File: config.mk
export PLATFORM = sky130hd
export DESIGN_NAME = cmat2x2_sequencer
export DESIGN_NICKNAME = d
export VERILOG_FILES = /design/src/rtl/cmat2x2_sequencer.sv
export SDC_FILE = /design/constraint.sdc
export NUM_CORES = 1
export LEC_CHECK = 0
export CORE_ASPECT_RATIO = 2
export CORE_MARGIN = 2
export CORE_UTILIZATION = 55
export DETAILED_ROUTE_END_ITERATION = 16
export HOLD_SLACK_MARGIN = 0.08
export PLACE_DENSITY = 0.81
export SKIP_CTS_REPAIR_TIMING = 1
export SLEW_MARGIN = 20
export SYNTH_ARGS = -nofsm -noshare
export SYNTH_HDL_FRONTEND = slang
export SYNTH_SLANG_ARGS = --single-unit
File: constraint.sdc
create_clock -name clk -period 12.5 [get_ports clk]
set_input_delay 2.5 -clock clk [delete_from_list [all_inputs] [get_ports clk]]
set_output_delay 2.5 -clock clk [all_outputs]
set_load 0.03 [all_outputs]
File: src/rtl/cmat2x2_sequencer.sv
// Sequencer and accumulator for the 2x2 complex matrix product C = A*B.
// Buffers A and B from a serial stream, feeds an external multiplier one pair per cycle, streams C out.
module cmat2x2_sequencer #(
  parameter int DATA_W = 8,
  parameter int PROD_W = 16
) (
  input  logic              clk,
  input  logic              rst,
  input  logic              in_valid,
  output logic              in_ready,
  input  logic [DATA_W-1:0] in_re,
  input  logic [DATA_W-1:0] in_im,
  output logic [DATA_W-1:0] mul_a_re,
  output logic [DATA_W-1:0] mul_a_im,
  output logic [DATA_W-1:0] mul_b_re,
  output logic [DATA_W-1:0] mul_b_im,
  input  logic [PROD_W-1:0] mul_p_re,
  input  logic [PROD_W-1:0] mul_p_im,
  output logic              out_valid,
  input  logic              out_ready,
  output logic [PROD_W:0]   out_re,
  output logic [PROD_W:0]   out_im,
  output logic              out_last,
  output logic              busy,
  output logic [1:0]        dbg_state
);

  // Handshake: a transfer happens on a rising edge where valid && ready are both high;
  // valid-side data is held stable while valid is high and ready is low.

  typedef enum logic [1:0] {
    S_LOAD    = 2'd0,
    S_COMPUTE = 2'd1,
    S_OUTPUT  = 2'd2
  } state_t;

  state_t state, state_nxt;

  logic [DATA_W-1:0] a_re [4];
  logic [DATA_W-1:0] a_im [4];
  logic [DATA_W-1:0] b_re [4];
  logic [DATA_W-1:0] b_im [4];
  logic [PROD_W:0]   c_re [4];
  logic [PROD_W:0]   c_im [4];
  logic [PROD_W:0]   acc_re, acc_im;
  logic [PROD_W:0]   p_re_ext, p_im_ext;
  logic [2:0]        load_cnt;
  logic [2:0]        k;
  logic [1:0]        out_idx;
  logic [1:0]        a_sel, b_sel;

  assign dbg_state = state;

  // Step k: C index e = k[2:1] (i = k[2], j = k[1]), inner index m = k[0].
  assign a_sel    = {k[2], k[0]};
  assign b_sel    = {k[0], k[1]};
  assign p_re_ext = {mul_p_re[PROD_W-1], mul_p_re};
  assign p_im_ext = {mul_p_im[PROD_W-1], mul_p_im};

  always_ff @(posedge clk or posedge rst) begin
    if (rst) state <= S_LOAD;
    else     state <= state_nxt;
  end

  always_comb begin
    state_nxt = state;
    in_ready  = 1'b0;
    out_valid = 1'b0;
    out_last  = 1'b0;
    busy      = 1'b0;
    case (state)
      S_LOAD: begin
        in_ready = 1'b1;
        if (in_valid && load_cnt == 3'd7) state_nxt = S_COMPUTE;
      end
      S_COMPUTE: begin
        busy = 1'b1;
        if (k == 3'd7) state_nxt = S_OUTPUT;
      end
      S_OUTPUT: begin
        busy      = 1'b1;
        out_valid = 1'b1;
        out_last  = (out_idx == 2'd3);
        if (out_ready && out_idx == 2'd3) state_nxt = S_LOAD;
      end
      default: state_nxt = S_LOAD;
    endcase
  end

  always_comb begin
    mul_a_re = '0;
    mul_a_im = '0;
    mul_b_re = '0;
    mul_b_im = '0;
    out_re   = '0;
    out_im   = '0;
    if (state == S_COMPUTE) begin
      mul_a_re = a_re[a_sel];
      mul_a_im = a_im[a_sel];
      mul_b_re = b_re[b_sel];
      mul_b_im = b_im[b_sel];
    end
    if (state == S_OUTPUT) begin
      out_re = c_re[out_idx];
      out_im = c_im[out_idx];
    end
  end

  always_ff @(posedge clk or posedge rst) begin
    if (rst) begin
      for (int n = 0; n < 4; n++) begin
        a_re[n] <= '0;
        a_im[n] <= '0;
        b_re[n] <= '0;
        b_im[n] <= '0;
        c_re[n] <= '0;
        c_im[n] <= '0;
      end
      acc_re   <= '0;
      acc_im   <= '0;
      load_cnt <= '0;
      k        <= '0;
      out_idx  <= '0;
    end else begin
      case (state)
        S_LOAD: begin
          if (in_valid) begin
            // Elements arrive A00..A11 then B00..B11; load_cnt wraps to 0 after the 8th.
            if (!load_cnt[2]) begin
              a_re[load_cnt[1:0]] <= in_re;
              a_im[load_cnt[1:0]] <= in_im;
            end else begin
              b_re[load_cnt[1:0]] <= in_re;
              b_im[load_cnt[1:0]] <= in_im;
            end
            load_cnt <= load_cnt + 3'd1;
          end
        end
        S_COMPUTE: begin
          if (!k[0]) begin
            acc_re <= p_re_ext;
            acc_im <= p_im_ext;
          end else begin
            c_re[k[2:1]] <= acc_re + p_re_ext;
            c_im[k[2:1]] <= acc_im + p_im_ext;
          end
          k <= k + 3'd1;
        end
        S_OUTPUT: begin
          if (out_ready) out_idx <= out_idx + 2'd1;
        end
        default: ;
      endcase
    end
  end

endmodule

### Yosys cells after proc, flatten, opt, wreduce, memory -nomap -nowiden

Index checks and enable logic that the tools add are counted.
W data, S select, Z words.

* multiplexer cells: 42
* $add $sub $neg: 5
* equality and inequality tests: 8
* bitwise logic cells: 7
* order comparisons: 7
* reductions and logical operators: 13

Operators by type and width (number)
* $bwmux W68: 2
* $bwmux W32: 4
* $mux W17: 7
* $mux W8: 13
* $bmux W17 S2: 2
* $bmux W8 S2: 4
* $add A16 B16 Y17: 2
* $demux W17 S2: 1
* $demux W8 S2: 1
* $ge A3 B3 Y1 const B: 5
* $not A2 Y3: 5
* $reduce_and A3 Y1: 3
* $reduce_and A2 Y1: 4
* $add A3 B1 Y3 const B: 2
* $eq A3 B3 Y1 const B: 2
* $lt A3 B1 Y1 const B: 2
* $mux W2: 3
* $ne A2 B2 Y1 const B: 3
* $pmux W2 S3: 1
* $eq A2 B2 Y1 const B: 2
* $logic_and A1 B1 Y1: 4
* $mux W1: 4
* $add A2 B1 Y2 const B: 1
* $eq A2 B1 Y1 const B: 1
* 3 further kinds: 4

* input port bits: 52
* logic and storage cells: 112
* flip-flop bits (word level): 306
* output and inout port bits: 72

### Longest topological paths before layout

Gate-level depths: netlist of run 1.

* depth after elaboration: 6
* gate-level depth with buffers: 10
* mapped depth without buffers: 8

### Least setup slack after synthesis of run 1

Ideal clock, no wire load.

* kind: input-to-reg
* from: in mul_p_im[0]
* to: reg c_im[61] (netlist bit)
* slack: 8045 ps
* required time: 12423 ps
* library setup time: 77 ps
* buffers on the path: 0
* cell stages on the path: 7
* arrival time: 4378 ps
* cell sequence: ha_1 > fa_1 > a21o_1 > a221oi_4 > nor3_1 > or4_4 > o21ai_1

* longest elaborated chain between the ends: 2

RTL lines
* start, declared: line 18 `input logic [PROD_W-1:0] mul_p_im,`
* $add A16 B16 Y17: line 145 `c_im[k[2:1]] <= acc_im + p_im_ext;`
* $bwmux W68: line 145
* end signal, assigned by index: line 145
* end, declared: line 44 `logic [PROD_W:0] c_im [4];`

Every way passes these cells.
A chain may end at the register's enable or synchronous reset.

### Final worst setup path of run 1

* from: reg out_idx[1]
* to: out out_re[16]

* longest elaborated chain between the ends: 5

RTL lines
* start, declared: line 49 `logic [1:0] out_idx;`
* start signal, assigned: line 150 `if (out_ready) out_idx <= out_idx + 2'd1;`
* $not A2 Y3 (implied by the code): line 104 `out_re = c_re[out_idx];`
* $bmux W17 S2: line 104
* $mux W17 (implied by the code) (2 in a row): line 104
* $mux W17: line 103 `if (state == S_OUTPUT) begin`
* end, declared: line 21 `output logic [PROD_W:0] out_re,`

Every way passes these cells. The select of a mux whose other input is x is not followed.

==> metrics.txt, run 1 <==
initial core utilization 55.9%; Worst Path Arrival 3.08 ns; global-route wire length before repair 55400 um; MaxCap Viol Count 0; Hold Fails Final Rpt 0; Avg Synthesized Cell Area 12.2 sq um; final WL 33600 um; XOR/XNOR share of the synthesized area 1.34%; worst skew pair latency 0.55 ns; CTS Root Buffer Type clkbuf_16; post-synthesis compound-gate area fraction 8.21%; DP HPWL 22600 um; Die Y 238 um; Least-Margin Pin Slew 0.993 ns; vias in the first global route 10800; Yosys reg bits 306; setup TNS 0 ns; drt initial violations 455; CP cell instances buf_4 -> mux4_2 -> and2_1 -> clkdlybuf4s50_1; FF/Latch Area 0.00766 sq mm; # port buffers 123; crit start category flop; largest net degree at the start of global routing 113; Clock Path Buffers 3; most common flop cell mapped by yosys dfrtp_1; global placement routability congestion 0.889; hold path depth 2; Slew Limit Fails 0; clk_skew 0.0116 ns; Synth Instances 1234; critical path's largest stage delay 0.91 ns; via/cell ratio 5.93; worst hold path class flop to flop; Max Clock Freq 179 MHz; Post-synth EDFFs 0; ant diodes 0; Worst setup EP type output port; crit share post-route 44.7%; Die ar. 0.0288 sq mm; gr usage total 24.4%; multiplexer share of the synthesized area 23.5%; Async SR Flop Fraction 100%; main combinational cell family by area after synthesis multiplexers; Area Growth Syn to Fin 15.9%; most frequent cells in the layout dfrtp_1, mux2_2, nand2_1; sequential share of the synthesized area 50.9%; simple-gate share of the synthesized area 9.90%; CP max-delay cell dfrtp_1; Crit Path Class flop to output port; Required @ worst endpoint 10.00 ns; synthesized-area fraction occupied by adder cells 3.84%; area occupied by multi-input gates 0.00705 sq mm; # setup viols final 0; Total Power 4900 uW; r2r endpoint c_im[64]; fin util 64.8%; Final ANT Viol Nets 0; synth unique cells 61; Worst slew margin 33.7%; WHS Endpoint c_re[55]; Max VDD drop 0.220 mV; Critical Path Fanout Max 20; number of clock sinks 306; Pre-antenna DRT Iters 5; RSZ-0062 raised after global routing no; r2r startpoint dbg_state[1]; gr ovfl total 0; CTS tree built; die width 121 um; leakage power total 0.00759 uW; drt wl/cell 19.9 um; Residual DRC 0; R2R cell count 7; Fillers 2025; Synth Net Count 1331; HP Start c_re[55]; status finished, final reports clean; share of post-route cells with drive strength above 1 23.3%; Num CTS Buffers 27; num rows 85; CTS H-tree lvls 1; final net count 1420; Clock Pin Slew Worst Setup and Hold Paths 0.07 ns; I/O Pins 124; vias after detailed routing 10000; Synth warnings 0; initial antenna violation count 0; Core Box Area 0.0269 sq mm; commonest non-fill, non-tap cell in the layout dfrtp_1; Period minus WS final 5.58 ns; synthesized area 0.0150 sq mm; FF-to-FF setup slack 9.52 ns; Cell Pwr Density 281 mW/mm^2
cells by family (layout without fill, tap and decap cells):
family	after synthesis	after routing
and+or+nand+nor	317	317
DFF	306	306
muxes	248	248
AOI/OAI and AO/OA	210	210
buffers and inverters	85	193
adders and majority gates	45	45
xor gates and xnor gates	23	23
state kept, by name, summed over array words and instances (netlist names), 3 cells and up:
register	cells
b_re	32
acc_re	16
b_im	32
c_im	68
load_cnt	3
c_re	68
acc_im	16
a_im	32
a_re	32
k	3
per-layer routing:
layer | GRT usage, % | vias up | routed length [um]
met3 | 2.75 | 77 | 1290
met4 | 11.1 | 0 | 1410
met2 | 44.9 | 243 | 18500
met5 | 0 | - | 0
li1 | - | 4614 | -
met1 | 27.9 | 5093 | 12400
per-stage QoR:
step	hold WS, ns	instances	instance area (sq um)	setup slack, ns
after floorplan	0.441	1234	15000	1.54
after global placement	0.454	1642	16500	7.20
after detailed placement	0.463	1642	16500	7.11
after CTS	0.478	1690	17400	6.86
after global routing	0.494	1690	17400	6.82
final	0.477	1690	17400	6.92
final cells by class:
cell class / instances / area share (%)
repair buffers: 135 / 7.58
multi-input cells: 843 / 40.5
inverters: 10 / 0.258
flip-flops and latches: 306 / 44.0
well taps: 348 / 2.50
clock buffers: 35 / 4.34
clock inverters: 13 / 0.912
synthesized netlist by cell type, types with 5 or more instances:
library cell / count / area, sq um
xnor2_1: 8 / 70.1
mux4_2: 66 / 1490
dfrtp_1: 306 / 7660
or3_1: 5 / 31.3
and2_1: 67 / 419
xor2_1: 15 / 131
mux2i_1: 5 / 50.1
a211oi_1: 5 / 37.5
a21o_1: 11 / 82.6
inv_1: 10 / 37.5
o21ai_0: 118 / 591
nor3_1: 16 / 80.1
buf_2: 13 / 65.1
buf_1: 6 / 22.5
nand3_1: 9 / 45.0
mux2_1: 5 / 56.3
mux2_2: 172 / 1940
o21ai_1: 8 / 40.0
clkbuf_1: 54 / 203
o31ai_1: 6 / 45.0
ha_1: 43 / 538
nand2_1: 167 / 627
nor2_1: 28 / 105
a21oi_1: 29 / 145
power by group:
| group | total, uW | switching, uW | internal, uW |
|---|---|---|---|
| clock network | 862 | 372 | 490 |
| logic | 2270 | 1170 | 1100 |
| registers | 1770 | 280 | 1490 |
critical path: cells and delay by family (launching register included):
family,cells,cell delay (ns)
buffers and inverters,2,1.05
AND/OR/NAND/NOR,1,0.18
flip-flops,1,0.91
multiplexers,1,0.39
worst max-delay path by stage:
stage	start	end	slack, ns	cells past startpoint
floorplan	rst	a_im[0]	1.54	1
global placement	rst	k[0]	7.20	4
detailed placement	rst	k[0]	7.11	4
CTS	out_idx[1]	out_re[16]	6.86	4
global route	out_idx[1]	out_re[16]	6.82	4
finish	out_idx[1]	out_re[16]	6.92	4
Note: power is estimated with default switching activity, not from simulation.
==> inputs of run 2 (changes only) <==
==> constraint.sdc (replaced) <==
create_clock -name clk -period 5.8 [get_ports clk]
set_input_delay 1.16 -clock clk [delete_from_list [all_inputs] [get_ports clk]]
set_output_delay 1.16 -clock clk [all_outputs]
set_load 0.03 [all_outputs]
==> metrics.txt, run 2 (synthesis gave the netlist of run 1 again) <==
Clock Pin Slew Worst Setup and Hold Paths 0.06 ns (about the same); global placement routability congestion 0.896 (+0.80%); ant diodes 0 (unchanged); crit start category flop; # port buffers 123 (unchanged); vias in the first global route 10800 (-0.32%); Final ANT Viol Nets 0 (unchanged); vias after detailed routing 9957 (-0.70%); Total Power 10500 uW (+110%); RSZ-0062 raised after global routing no; Pre-antenna DRT Iters 5 (unchanged); initial antenna violation count 0 (unchanged); worst hold path class flop to flop; Cell Pwr Density 603 mW/mm^2 (+110%); largest net degree at the start of global routing 161 (+42%); num rows 85 (unchanged); Critical Path Fanout Max 26 (+30%); final net count 1420 (unchanged); Die Y 238 um (unchanged); initial core utilization 55.9% (unchanged); drt initial violations 503 (+11%); status finished, final reports clean; Worst setup EP type output port; Slew Limit Fails 0 (unchanged); drt wl/cell 19.8 um (-0.49%); CTS tree built; Required @ worst endpoint 4.64 ns (-5.36 ns); fin util 64.7% (about the same); CP cell instances buf_4 -> mux4_2 -> and2_1 -> clkdlybuf4s50_1; Area Growth Syn to Fin 15.9% (about the same); Num CTS Buffers 27 (unchanged); largest registers c_im: 68 flops, c_re: 68 flops; crit path from out_idx[0]; number of clock sinks 306 (unchanged); global-route wire length before repair 55100 um (-0.50%); CP max-delay cell dfrtp_2; I/O Pins 124 (unchanged); Period minus WS final 4.38 ns; critical path's largest stage delay 0.96 ns (+0.05 ns); # setup viols final 0 (unchanged); CTS H-tree lvls 1 (unchanged); area occupied by multi-input gates 0.00705 sq mm (about the same); Worst Path Arrival 3.22 ns (+0.14 ns); Residual DRC 0 (unchanged); commonest non-fill, non-tap cell in the layout dfrtp_1; via/cell ratio 5.89 (-0.76%); Core Box Area 0.0269 sq mm (unchanged); Max VDD drop 0.574 mV (+160%); share of post-route cells with drive strength above 1 23.2% (-0.17 points); crit share post-route 75.5%; Hold Fails Final Rpt 0 (unchanged); Least-Margin Pin Slew 1.02 ns (+0.0311 ns); final WL 33500 um (-0.43%); r2r startpoint dbg_state[1]; Clock Path Buffers 3 (unchanged); setup TNS 0 ns (unchanged); Die ar. 0.0288 sq mm (unchanged); Fillers 2040 (+0.74%); Max Clock Freq 228 MHz; clk_skew 0.0104 ns (-0.00117 ns); Crit Path Class flop to output port; worst skew pair latency 0.54 ns (about the same); MaxCap Viol Count 0 (unchanged); Crit path max-delay family buffers and inverters; worst path bufs/invs 2 (unchanged); DP HPWL 22700 um (+0.46%); leakage power total 0.00758 uW (about the same); most frequent cells in the layout dfrtp_1, mux2_2, nand2_1; gr usage total 24.2% (-0.20 points); Worst slew margin 31.6% (-2.1 points); CTS Root Buffer Type clkbuf_16; die width 121 um (unchanged); FF/Latch Area 0.00766 sq mm (unchanged); HP Start c_im[15]; gr ovfl total 0 (unchanged)
run 2: cell type report:
class	instances	share of cell area (%)
multi-input combinational	843	40.5
inverter	10	0.237
sequential	306	44.0
tap	348	2.50
clock inverter	12	0.725
clock buffer	37	4.38
timing repair buffer	135	7.73
run 2: worst register-to-register path: cells and delay by family (launching register included):
| kind | cells | cell delay [ns] |
|---|---|---|
| flip-flops | 1 | 0.42 |
| AND/OR/NAND/NOR | 4 | 1.26 |
| adder cells (fa/ha/maj) | 1 | 0.76 |
| buffers and inverters | 2 | 0.44 |
run 2: path summary, 6_finish.rpt:
kind / to / slack (ns) / depth (start not counted)
worst max-delay path: out_re[8] / 1.42 / 4
worst min-delay path: c_im[15] / 0.48 / 2
worst max register to register: c_im[64] / 2.88 / 7
worst min register to register: c_im[15] / 0.48 / 2
max in group asynchronous: out_idx[0] / 3.62 / 3
min in group asynchronous: c_im[12] / 0.98 / 2
run 2: through the flow:
step	setup slack, ns	cells	hold slack, ns	area, sq um
6_report	1.42	1691	0.478	17400
5_1_grt	1.22	1691	0.496	17400
4_1_cts	1.34	1691	0.479	17400
3_5_place_dp	1.92	1642	0.462	16500
3_3_place_gp	1.96	1642	0.454	16500
2_1_floorplan	0.569	1234	0.441	15000
run 2: report_power, final:
group | total (uW) | internal, uW | switching, uW
Clock | 1800 | 1010 | 790
Combinational | 4810 | 2370 | 2440
Sequential | 3890 | 3210 | 682
run 2: layer usage:
layer,track usage (%),vias to the layer above,part of all wire [%],wire length (um)
met1,27.2,5053,37,12400
met3,2.89,74,3.6,1200
met5,0,-,0,0
met2,45.3,222,56,18600
met4,10.3,0,3.8,1270
li1,-,4608,-,-
==> inputs of run 3 (changes only) <==
==> constraint.sdc (replaced) <==
create_clock -name clk -period 4.4 [get_ports clk]
set_input_delay 0.88 -clock clk [delete_from_list [all_inputs] [get_ports clk]]
set_output_delay 0.88 -clock clk [all_outputs]
set_load 0.03 [all_outputs]
==> metrics.txt, run 3 (synthesis gave the netlist of run 1 again) <==
Required @ worst endpoint 3.52 ns (-1.12 ns); commonest non-fill, non-tap cell in the layout dfrtp_1; fin area 0.0176 sq mm (+0.88%); Fillers 2055 (+0.74%); CTS H-tree lvls 1 (unchanged); Clock Path Buffers 3 (unchanged); Cell Pwr Density 794 mW/mm^2 (+32%); HP Start c_im[46]; Final ANT Viol Nets 0 (unchanged); Crit Path Class flop to output port; CTS tree built; FF-to-FF setup slack 1.38 ns (-1.50 ns); drt wl/cell 19.9 um (+0.51%); most frequent cells in the layout dfrtp_1, mux2_2, nand2_1; final net count 1435 (+1.1%); drt initial violations 384 (-24%); initial core utilization 55.9% (unchanged); crit start category flop; Pre-antenna DRT Iters 5 (unchanged); Hold Fails Final Rpt 0 (unchanged); Final Instance Count excl. Fillers 1705 (+0.83%); # setup viols final 0 (unchanged); Worst setup EP type output port; Core Box Area 0.0269 sq mm (unchanged); # port buffers 123 (unchanged); hold path depth 2 (unchanged); Clock Pin Slew Worst Setup and Hold Paths 0.07 ns (about the same); I/O Pins 124 (unchanged); Least-Margin Pin Slew 1.08 ns (+0.0567 ns); Slew Limit Fails 0 (unchanged); largest registers c_im: 68 flops, c_re: 68 flops; Max VDD drop 0.541 mV (-5.6%); crit share post-route 88.4%; r2r endpoint c_re[65]; FF/Latch Area 0.00766 sq mm (about the same); fin util 65.3% (+0.57 points); Die Y 238 um (unchanged); leakage power total 0.00768 uW (+1.3%); Die ar. 0.0288 sq mm (unchanged); final WL 34000 um (+1.3%); largest net degree at the start of global routing 67 (-58%); clk_skew 0.0136 ns (+0.00319 ns); WHS Endpoint c_im[46]; worst hold path class flop to flop; worst skew pair latency 0.54 ns (about the same); via/cell ratio 5.91 (+0.39%); gr usage total 24.4% (+0.25 points); vias after detailed routing 10100 (+1.2%); placed insts 1657 (+0.91%); Num CTS Buffers 27 (unchanged); num rows 85 (unchanged); area occupied by multi-input gates 0.00705 sq mm (about the same); R2R cell count 5 (-2); global-route wire length before repair 55400 um (+0.38%); Max Clock Freq 257 MHz; r2r startpoint k[0]; vias in the first global route 10800 (+0.0093%); Critical Path Fanout Max 14 (-46%); Worst Path Arrival 3.01 ns (-0.21 ns); Residual DRC 0 (unchanged); die width 121 um (unchanged); global placement routability congestion 0.872 (-2.7%); ant diodes 0 (unchanged); MaxCap Viol Count 0 (unchanged); Area Growth Syn to Fin 16.9%; share of post-route cells with drive strength above 1 23.9% (+0.79 points); CTS Root Buffer Type clkbuf_16; Worst slew margin 28.0% (-3.6 points); initial antenna violation count 1 (+1); RSZ-0062 raised after global routing no; status finished, final reports clean; Post-DP Area 0.0167 sq mm (+0.82%); number of clock sinks 306 (unchanged); Period minus WS final 3.89 ns; DP HPWL 23500 um (+3.1%); gr ovfl total 0 (unchanged); Total Power 14000 uW (+33%)
## run 3: routing by layer
metal  track usage, %  up-vias  routed length, um
li1                 -     4641                  -
met1             27.0     5163              12400
met2             47.1      210              19200
met3             2.94       63               1200
met4             8.53        2               1080
met5                0        -                 13
## run 3: power by group
group          switching (uW)  internal (uW)  total, uW
clock                    1050           1390       2440
combinational            3260           3160       6420
sequential                863           4230       5100
## run 3: worst max path at each step
stage	endpoint	cells after the start	startpoint
floorplan	a_im[0]	1	rst
global placement	c_re[44]	9	mul_p_re[0]
detailed placement	c_re[44]	9	mul_p_re[0]
CTS	mul_a_im[1]	3	k[0]
global route	out_re[16]	4	out_idx[0]
finish	out_re[16]	4	out_idx[0]
## run 3: worst max-delay path, stage by stage (launching register included)
cell,delay [ns]
dfrtp_2,0.71
buf_4,0.41
mux4_2,0.58
and2_1,0.18
clkdlybuf4s50_1,0.58
## run 3: final cells by class
type                            instances  area share, %
Sequential cell                       306           43.6
Timing Repair Buffer                  150           8.44
Clock inverter                         13          0.876
Clock buffer                           35           4.30
Tap cell                              348           2.48
Multi-Input combinational cell        843           40.1
Inverter                               10          0.235
## run 3: through the flow
step	setup WS (ns)	hold WS, ns	TNS (ns)
2_1_floorplan	-0.551	0.441	-168.60
3_3_place_gp	0.820	0.454	0
3_5_place_dp	0.792	0.463	0
4_1_cts	0.441	0.480	0
5_1_grt	0.361	0.504	0
6_report	0.512	0.473	0
